**config.mk**
```make
export PLATFORM = sky130hd
export DESIGN_NAME = instr_sequencer_flat
export DESIGN_NICKNAME = d
export VERILOG_FILES = /design/src/rtl/instr_sequencer_pkg.sv /design/src/rtl/instr_sequencer_if.sv /design/src/rtl/instr_sequencer_alu.sv /design/src/rtl/instr_sequencer.sv /design/src/flat_wrapper.sv
export SDC_FILE = /design/constraint.sdc
export NUM_CORES = 2
export LEC_CHECK = 0
export BUFFER_PORTS_ARGS = -buffer_cell sky130_fd_sc_hd__buf_2
export CORE_UTILIZATION = 50
export DETAILED_ROUTE_END_ITERATION = 12
export PLACE_DENSITY = 0.71
export SETUP_SLACK_MARGIN = 0.4
export SYNTH_ARGS = -nofsm -noshare
export SYNTH_HDL_FRONTEND = slang
export SYNTH_SLANG_ARGS = --single-unit
```
**constraint.sdc**
```tcl
create_clock -name clk -period 51.5 [get_ports clk]
set_input_delay 2.575 -clock clk [delete_from_list [all_inputs] [get_ports clk]]
set_output_delay 2.575 -clock clk [all_outputs]
set_load 0.03 [all_outputs]
```
**src/rtl/instr_sequencer_pkg.sv**
```systemverilog
// rtl/instr_sequencer_pkg.sv - shared constants for the instruction sequencer
// Purpose: opcode values, FSM state encoding, instruction field positions and
//          the legality check shared by the sequencer and its ALU.
// Ports:   none (package).
package seq_pkg;

  localparam int REG_AW = 4;

  // Instruction field bit positions
  localparam int OPC_HI = 31;
  localparam int OPC_LO = 26;
  localparam int RD_HI  = 25;
  localparam int RD_LO  = 21;
  localparam int RS_HI  = 20;
  localparam int RS_LO  = 16;
  localparam int RT_HI  = 15;
  localparam int RT_LO  = 11;
  localparam int OFS_HI = 10;
  localparam int OFS_LO = 0;

  localparam logic [5:0] OP_ADD  = 6'd0;
  localparam logic [5:0] OP_SUB  = 6'd1;
  localparam logic [5:0] OP_AND  = 6'd2;
  localparam logic [5:0] OP_XOR  = 6'd3;
  localparam logic [5:0] OP_ADDI = 6'd4;
  localparam logic [5:0] OP_SHR  = 6'd5;
  localparam logic [5:0] OP_SRA  = 6'd6;

  typedef enum logic [1:0] {
    ST_IDLE      = 2'd0,
    ST_DECODE    = 2'd1,
    ST_EXECUTE   = 2'd2,
    ST_WRITEBACK = 2'd3
  } state_e;

  // Register fields are 5 bits wide but only 16 registers exist, so bit 4 set
  // on any of them makes the word illegal.
  function automatic logic instr_legal(input logic [31:0] ir);
    return (ir[OPC_HI:OPC_LO] <= OP_SRA) && !ir[RD_HI] && !ir[RS_HI] && !ir[RT_HI];
  endfunction

endpackage

```
**src/rtl/instr_sequencer_if.sv**
```systemverilog
// rtl/instr_sequencer_if.sv - instruction handshake, retire status and debug read bus
// Purpose: bundles the instruction valid/ready handshake, retire outputs and
//          the debug bank read port.
// Ports:   master = instruction source / observer, slave = sequencer.
//          instr_valid, instr, dbg_addr : master -> slave
//          instr_ready, done, err, result, carry, dbg_data : slave -> master
interface instr_sequencer_if #(
  parameter int DATA_W = 32
);
  logic              instr_valid;
  logic              instr_ready;
  logic [31:0]       instr;
  logic              done;
  logic              err;
  logic [DATA_W-1:0] result;
  logic              carry;
  logic [3:0]        dbg_addr;
  logic [DATA_W-1:0] dbg_data;

  modport master (
    output instr_valid, instr, dbg_addr,
    input  instr_ready, done, err, result, carry, dbg_data
  );

  modport slave (
    input  instr_valid, instr, dbg_addr,
    output instr_ready, done, err, result, carry, dbg_data
  );
endinterface

```
**src/rtl/instr_sequencer_alu.sv**
```systemverilog
// rtl/instr_sequencer_alu.sv - combinational ALU used by the sequencer
// Purpose: computes y and carry for ADD/SUB/AND/XOR/ADDI/SHR/SRA.
// Ports:   op (6b opcode), a/b (operands), offset (11b immediate),
//          y (result), carry (carry for ADD/ADDI, borrow for SUB, else 0).
module seq_alu
  import seq_pkg::*;
#(
  parameter int DATA_W = 32
) (
  input  logic [5:0]        op,
  input  logic [DATA_W-1:0] a,
  input  logic [DATA_W-1:0] b,
  input  logic [10:0]       offset,
  output logic [DATA_W-1:0] y,
  output logic              carry
);

  logic [DATA_W:0]          w_sum;
  logic [DATA_W:0]          w_diff;
  logic [DATA_W:0]          w_addi;
  logic [DATA_W-1:0]        w_ofs_ext;
  logic signed [DATA_W-1:0] w_sra;

  assign w_ofs_ext = {{(DATA_W-11){offset[10]}}, offset};
  assign w_sum     = {1'b0, a} + {1'b0, b};
  // Top bit of the zero-extended difference is the borrow (a < b unsigned).
  assign w_diff    = {1'b0, a} - {1'b0, b};
  assign w_addi    = {1'b0, a} + {1'b0, w_ofs_ext};
  assign w_sra     = $signed(a) >>> offset[4:0];

  always_comb begin
    y     = '0;
    carry = 1'b0;
    case (op)
      OP_ADD:  begin y = w_sum[DATA_W-1:0];  carry = w_sum[DATA_W];  end
      OP_SUB:  begin y = w_diff[DATA_W-1:0]; carry = w_diff[DATA_W]; end
      OP_AND:  y = a & b;
      OP_XOR:  y = a ^ b;
      OP_ADDI: begin y = w_addi[DATA_W-1:0]; carry = w_addi[DATA_W]; end
      OP_SHR:  y = a >> offset[4:0];
      OP_SRA:  y = w_sra;
      default: ;
    endcase
  end

endmodule

```
**src/rtl/instr_sequencer.sv**
```systemverilog
// rtl/instr_sequencer.sv - four-state instruction sequencer over a 16x32 register bank
// Purpose: accepts an instruction word, decodes it, reads two operands,
//          runs the ALU and writes the result back (IDLE->DECODE->EXECUTE->WRITEBACK).
// Ports:   clk, rst (async active-high), bus (instr_sequencer_if.slave):
//          instruction handshake, done/err retire pulses, result/carry,
//          combinational debug read of the bank.
module instr_sequencer
  import seq_pkg::*;
#(
  parameter int DATA_W    = 32,
  parameter int REG_COUNT = 16
) (
  input logic                clk,
  input logic                rst,
  instr_sequencer_if.slave   bus
);

  state_e            r_state;
  logic [31:0]       r_ir;
  logic [DATA_W-1:0] r_a;
  logic [DATA_W-1:0] r_b;
  logic              r_illegal;
  logic              r_done;
  logic              r_err;
  logic [DATA_W-1:0] r_result;
  logic              r_carry;
  logic [DATA_W-1:0] r_bank [REG_COUNT];

  logic [REG_AW-1:0] w_rd_idx;
  logic [REG_AW-1:0] w_rs_idx;
  logic [REG_AW-1:0] w_rt_idx;
  logic [DATA_W-1:0] w_alu_y;
  logic              w_alu_c;

  assign w_rd_idx = r_ir[RD_LO+REG_AW-1:RD_LO];
  assign w_rs_idx = r_ir[RS_LO+REG_AW-1:RS_LO];
  assign w_rt_idx = r_ir[RT_LO+REG_AW-1:RT_LO];

  seq_alu #(.DATA_W(DATA_W)) u_alu (
    .op     (r_ir[OPC_HI:OPC_LO]),
    .a      (r_a),
    .b      (r_b),
    .offset (r_ir[OFS_HI:OFS_LO]),
    .y      (w_alu_y),
    .carry  (w_alu_c)
  );

  // Gated by rst so ready is low for the whole reset and high in the very
  // first IDLE cycle after release.
  assign bus.instr_ready = (r_state == ST_IDLE) && !rst;
  assign bus.done        = r_done;
  assign bus.err         = r_err;
  assign bus.result      = r_result;
  assign bus.carry       = r_carry;
  assign bus.dbg_data    = r_bank[bus.dbg_addr];

  always_ff @(posedge clk or posedge rst) begin
    if (rst) begin
      r_state   <= ST_IDLE;
      r_ir      <= '0;
      r_a       <= '0;
      r_b       <= '0;
      r_illegal <= 1'b0;
      r_done    <= 1'b0;
      r_err     <= 1'b0;
      r_result  <= '0;
      r_carry   <= 1'b0;
      for (int i = 0; i < REG_COUNT; i++) r_bank[i] <= '0;
    end else begin
      r_done <= 1'b0;
      r_err  <= 1'b0;
      case (r_state)
        ST_IDLE: begin
          if (bus.instr_valid) begin
            r_ir    <= bus.instr;
            r_state <= ST_DECODE;
          end
        end
        ST_DECODE: begin
          r_a       <= r_bank[w_rs_idx];
          r_b       <= r_bank[w_rt_idx];
          r_illegal <= !instr_legal(r_ir);
          r_state   <= ST_EXECUTE;
        end
        ST_EXECUTE: begin
          // Retire outputs are registered here so they are visible during WRITEBACK.
          r_done   <= 1'b1;
          r_err    <= r_illegal;
          r_result <= r_illegal ? '0 : w_alu_y;
          r_carry  <= r_illegal ? 1'b0 : w_alu_c;
          r_state  <= ST_WRITEBACK;
        end
        ST_WRITEBACK: begin
          if (!r_illegal) r_bank[w_rd_idx] <= r_result;
          r_state <= ST_IDLE;
        end
        default: r_state <= ST_IDLE;
      endcase
    end
  end

endmodule

```
**src/flat_wrapper.sv**
```systemverilog
// flat-port wrapper written by rule: the top's interface ports become plain ports
module instr_sequencer_flat import seq_pkg::*;
#(
  parameter int DATA_W    = 32,
  parameter int REG_COUNT = 16
)
  (clk, rst, bus_instr_valid, bus_instr, bus_dbg_addr, bus_instr_ready, bus_done, bus_err, bus_result, bus_carry, bus_dbg_data);
  instr_sequencer_if #(.DATA_W(DATA_W)) bus_i ();
  input logic clk;
  input logic rst;
  input wire logic [$bits(bus_i.instr_valid)-1:0] bus_instr_valid;
  input wire logic [$bits(bus_i.instr)-1:0] bus_instr;
  input wire logic [$bits(bus_i.dbg_addr)-1:0] bus_dbg_addr;
  output wire logic [$bits(bus_i.instr_ready)-1:0] bus_instr_ready;
  output wire logic [$bits(bus_i.done)-1:0] bus_done;
  output wire logic [$bits(bus_i.err)-1:0] bus_err;
  output wire logic [$bits(bus_i.result)-1:0] bus_result;
  output wire logic [$bits(bus_i.carry)-1:0] bus_carry;
  output wire logic [$bits(bus_i.dbg_data)-1:0] bus_dbg_data;
  assign bus_i.instr_valid = bus_instr_valid;
  assign bus_i.instr = bus_instr;
  assign bus_i.dbg_addr = bus_dbg_addr;
  assign bus_instr_ready = bus_i.instr_ready;
  assign bus_done = bus_i.done;
  assign bus_err = bus_i.err;
  assign bus_result = bus_i.result;
  assign bus_carry = bus_i.carry;
  assign bus_dbg_data = bus_i.dbg_data;
  instr_sequencer #(.DATA_W(DATA_W), .REG_COUNT(REG_COUNT)) u_core (.clk(clk), .rst(rst), .bus(bus_i));
endmodule
```
==> summary.txt <==
Die H = 296.2 um
Layout Cells excl Fill = 4474
Crit end category = output pin
CTS tree = built
Largest net degree at the start of global routing = 170
Hold Buf Count CTS = 0
Starting Density = 0.5068
# port buffers = 106
Gpl congestion = 0.9902
Clock sink count = 646
Skew-Pair Late Insertion Delay = 0.64 ns
DP HPWL = 84590 um
Worst R2R Path Depth = 13
Placed cell count = 4337
WL/cell = 29.35 um
F_max = 122.9 MHz
Initial antenna violation count = 1
Number of synthesized register bits = 646
Unique masters post-synth = 83
DR vias = 31400
Grt total ovfl = 0
Post-synth EDFFs = 0
Max clock buf depth = 3
Die area = 87760 sq um
Number of setup violations in the final report = 0
Worst-margin pin slew = 1.154 ns
Critical path peak fanout = 85
Post-Syn Area per Cell = 13.07 sq um
Mapped cell area = 43290 sq um
Vias in the first global route = 30720
WHS Path Cells = 1
Synth warnings = 0
Sequence of cells on the critical path = buf_8 > buf_4 > mux4_2 > mux4_2 > buf_2
Min Clock Period, post-route = 8.134 ns
Final period utilization = 0.1579
Drt total wl = 131300 um
PnR Total Power = 0.001640 W
Maximum VDD drop = 0.06166 mV
WS Path Type = in -> out
Placeable Area = 85410 sq um
TNS Setup = 0 ns
Slew headroom = 0.2309
Synth Instances = 3313
Final hold violation count = 0
Vias per cell = 7.018
Top FF cell, synth = dfrtp_1
Fin Hold WS = 0.5084 ns
Delay-heaviest family, CP = buffers and inverters
Worst-path clk slew = 0.06 ns
WL met2 = 58160 um
Io pins = 107
Register area share after synthesis = 0.3734
Max cap viols = 0
Clk_skew = 0.02867 ns
Cts bufs inserted = 75
Crit-path most repeated cell = mux4_2
Crit path launch type = input port
PD cells = 34.59 nW/um^2
Core Util, Final = 0.5551
Site Rows = 107
Hold Path Class = reg -> reg
Crit. path cell count = 5
Proportion of layout cells with a drive suffix above 1 = 0.4050
Residual DRC = 0
Pleak = 21.23 nW
RSZ-0062 raised after global routing = false
Setup Buffers After CTS = 0
Critical Path RT = 48.92 ns
Worst path slowest cell = buf_4
Syn-to-layout area delta = 9.538%
Total GRT Usage = 0.3057
Fraction of registers with async set/reset = 1.000
Delay of the slowest critical-path stage = 0.84 ns
Buf+Inv Stages, Crit Path = 3
DRT Pass-1 Iters = 6
Status = finished clean
H-tree depth = 3
Clk root buf = clkbuf_16
CP Data Arrival Time = 5.56 ns
First-pass GRT wire length = 200100 um
Slew Viols, Final = 0
Met1 wire length = 55310 um
Syn nets = 3457
Post-cts resize count = 0
Die Wd = 296.2 um
Antenna Nets Post-Route = 0
Routed length on met3 = 13870 um
Number of DRC violations after detailed-routing iteration 0 = 4021
# nets final = 3414
Highest Signal Layer = met4
[cells in the mapped netlist, types with 7 or more instances]
cell       count  area share
a211oi_1      16      0.0028
o21ai_0       54      0.0062
nor4_1         8      0.0012
xor2_1        16      0.0032
a22o_1         8      0.0016
nand2_1      179       0.016
o21bai_1      11      0.0019
and2_1         8      0.0012
and3_1        11      0.0016
a221o_1        8      0.0018
mux2_1        87       0.023
or3_1          7      0.0010
o211ai_1      33      0.0057
a221oi_1      20      0.0040
buf_2         11      0.0013
inv_1         74      0.0064
a21oi_1      137       0.016
o2bb2ai_1     11      0.0022
a31oi_1       13      0.0019
a311oi_1       7      0.0014
nor2b_1       21      0.0030
o21a_1        14      0.0024
ha_1         102       0.029
o21ai_1       72      0.0083
o31ai_1       14      0.0024
a21o_1        35      0.0061
buf_1         89      0.0077
inv_2         10     0.00087
nor3_1        30      0.0035
nand3_1       26      0.0030
a22oi_1       12      0.0021
mux4_2       492        0.26
nand2b_1      13      0.0019
dfrtp_1      646        0.37
nor2_1       117       0.010
clkbuf_1     192       0.017
o2111ai_1      8      0.0016
mux2_2       498        0.13
xnor2_1       37      0.0075
o221ai_1      11      0.0022
mux2i_1       42      0.0097
nand4_1       20      0.0029
o22ai_1        9      0.0013
[cells by family after synthesis]
family	share of synthesized area
AND/OR/NAND/NOR	0.04867
AO/OA/AOI/OAI	0.08533
multiplexers	0.4179
flip-flops	0.3734
adder cells (fa/ha/maj)	0.03087
buffers and inverters	0.03310
XOR/XNOR	0.01072
[layer usage]
metal	vias to the layer above	GRT usage
met5	-	0
met4	0	0.09253
met3	277	0.07090
met2	1754	0.4427
met1	16440	0.4573
li1	12930	-
[layout by cell type, fill, tap and decap left out, types with 35 or more instances in the layout]
master | netlist | routed
buf_2 | 11 | 103
ha_1 | 102 | 101
a21o_1 | 35 | 35
o21ai_1 | 72 | 72
dfrtp_1 | 646 | 637
inv_1 | 74 | 73
buf_4 | 1 | 66
clkbuf_16 | 0 | 77
nor2_1 | 117 | 114
xnor2_1 | 37 | 37
mux2_2 | 498 | 498
a21oi_1 | 137 | 137
mux2i_1 | 42 | 42
o21ai_0 | 54 | 54
nand2_1 | 179 | 169
mux4_2 | 492 | 492
mux2_1 | 87 | 87
[sequential cells by signal, summed over array words and instances (netlist names)]
| register | flops |
|---|---|
| u_core.r_bank | 512 |
| u_core.bus.result | 32 |
| u_core.r_a | 32 |
| u_core.r_b | 32 |
| u_core.r_ir | 32 |
| u_core.r_state | 2 |
| u_core.bus.carry | 1 |
| u_core.bus.done | 1 |
| u_core.bus.err | 1 |
| u_core.r_illegal | 1 |
[final timing paths]
check | from | to | slack, ns
worst max-delay path | bus_dbg_addr[0] | bus_dbg_data[19] | 43.37
worst min-delay path | u_core.r_ir[25] | u_core.r_ir[25] | 0.51
worst max register to register | u_core.r_a[0] | u_core.bus.result[30] | 47.51
worst min register to register | u_core.r_ir[25] | u_core.r_ir[25] | 0.51
max in group asynchronous | rst | u_core.r_bank[306] | 47.11
min in group asynchronous | rst | u_core.r_bank[452] | 2.09
[area by class of cell]
| class | count | area [sq um] |
|---|---|---|
| diodes | 2 | 5.005 |
| clock buffers | 101 | 2147 |
| clock inverters | 34 | 456.7 |
| fillers | 7014 | 38000 |
| inverters | 84 | 322.8 |
| multi-input cells | 2290 | 25780 |
| flip-flops and latches | 646 | 16190 |
| well taps | 1144 | 1431 |
| repair buffers | 173 | 1077 |
[metrics by stage]
stage,setup slack (ns),area (sq um)
3_3_place_gp,43.31,44810
5_1_grt,43.09,47410
4_1_cts,43.24,47410
2_1_floorplan,30.83,43290
6_report,43.37,47420
3_5_place_dp,43.24,44810
[worst reg2reg max path, stage by stage, from the launching register on]
cell,delay (ns)
dfrtp_1,0.43
inv_1,0.11
ha_1,0.20
fa_1,0.38
nand2b_1,0.22
a21oi_1,0.44
o2111ai_1,0.28
a21oi_1,0.32
o21ai_1,0.28
o21bai_1,0.51
a31o_2,0.22
a21oi_1,0.06
a22oi_1,0.27
a2bb2oi_1,0.21
[where the power goes]
group | total (W) | switching (W) | internal [W]
Clock | 0.000568 | 0.000228 | 0.000340
Sequential | 0.000596 | 0.0000717 | 0.000524
Combinational | 0.000477 | 0.000290 | 0.000187
Note: power is estimated with default switching activity, not from simulation.
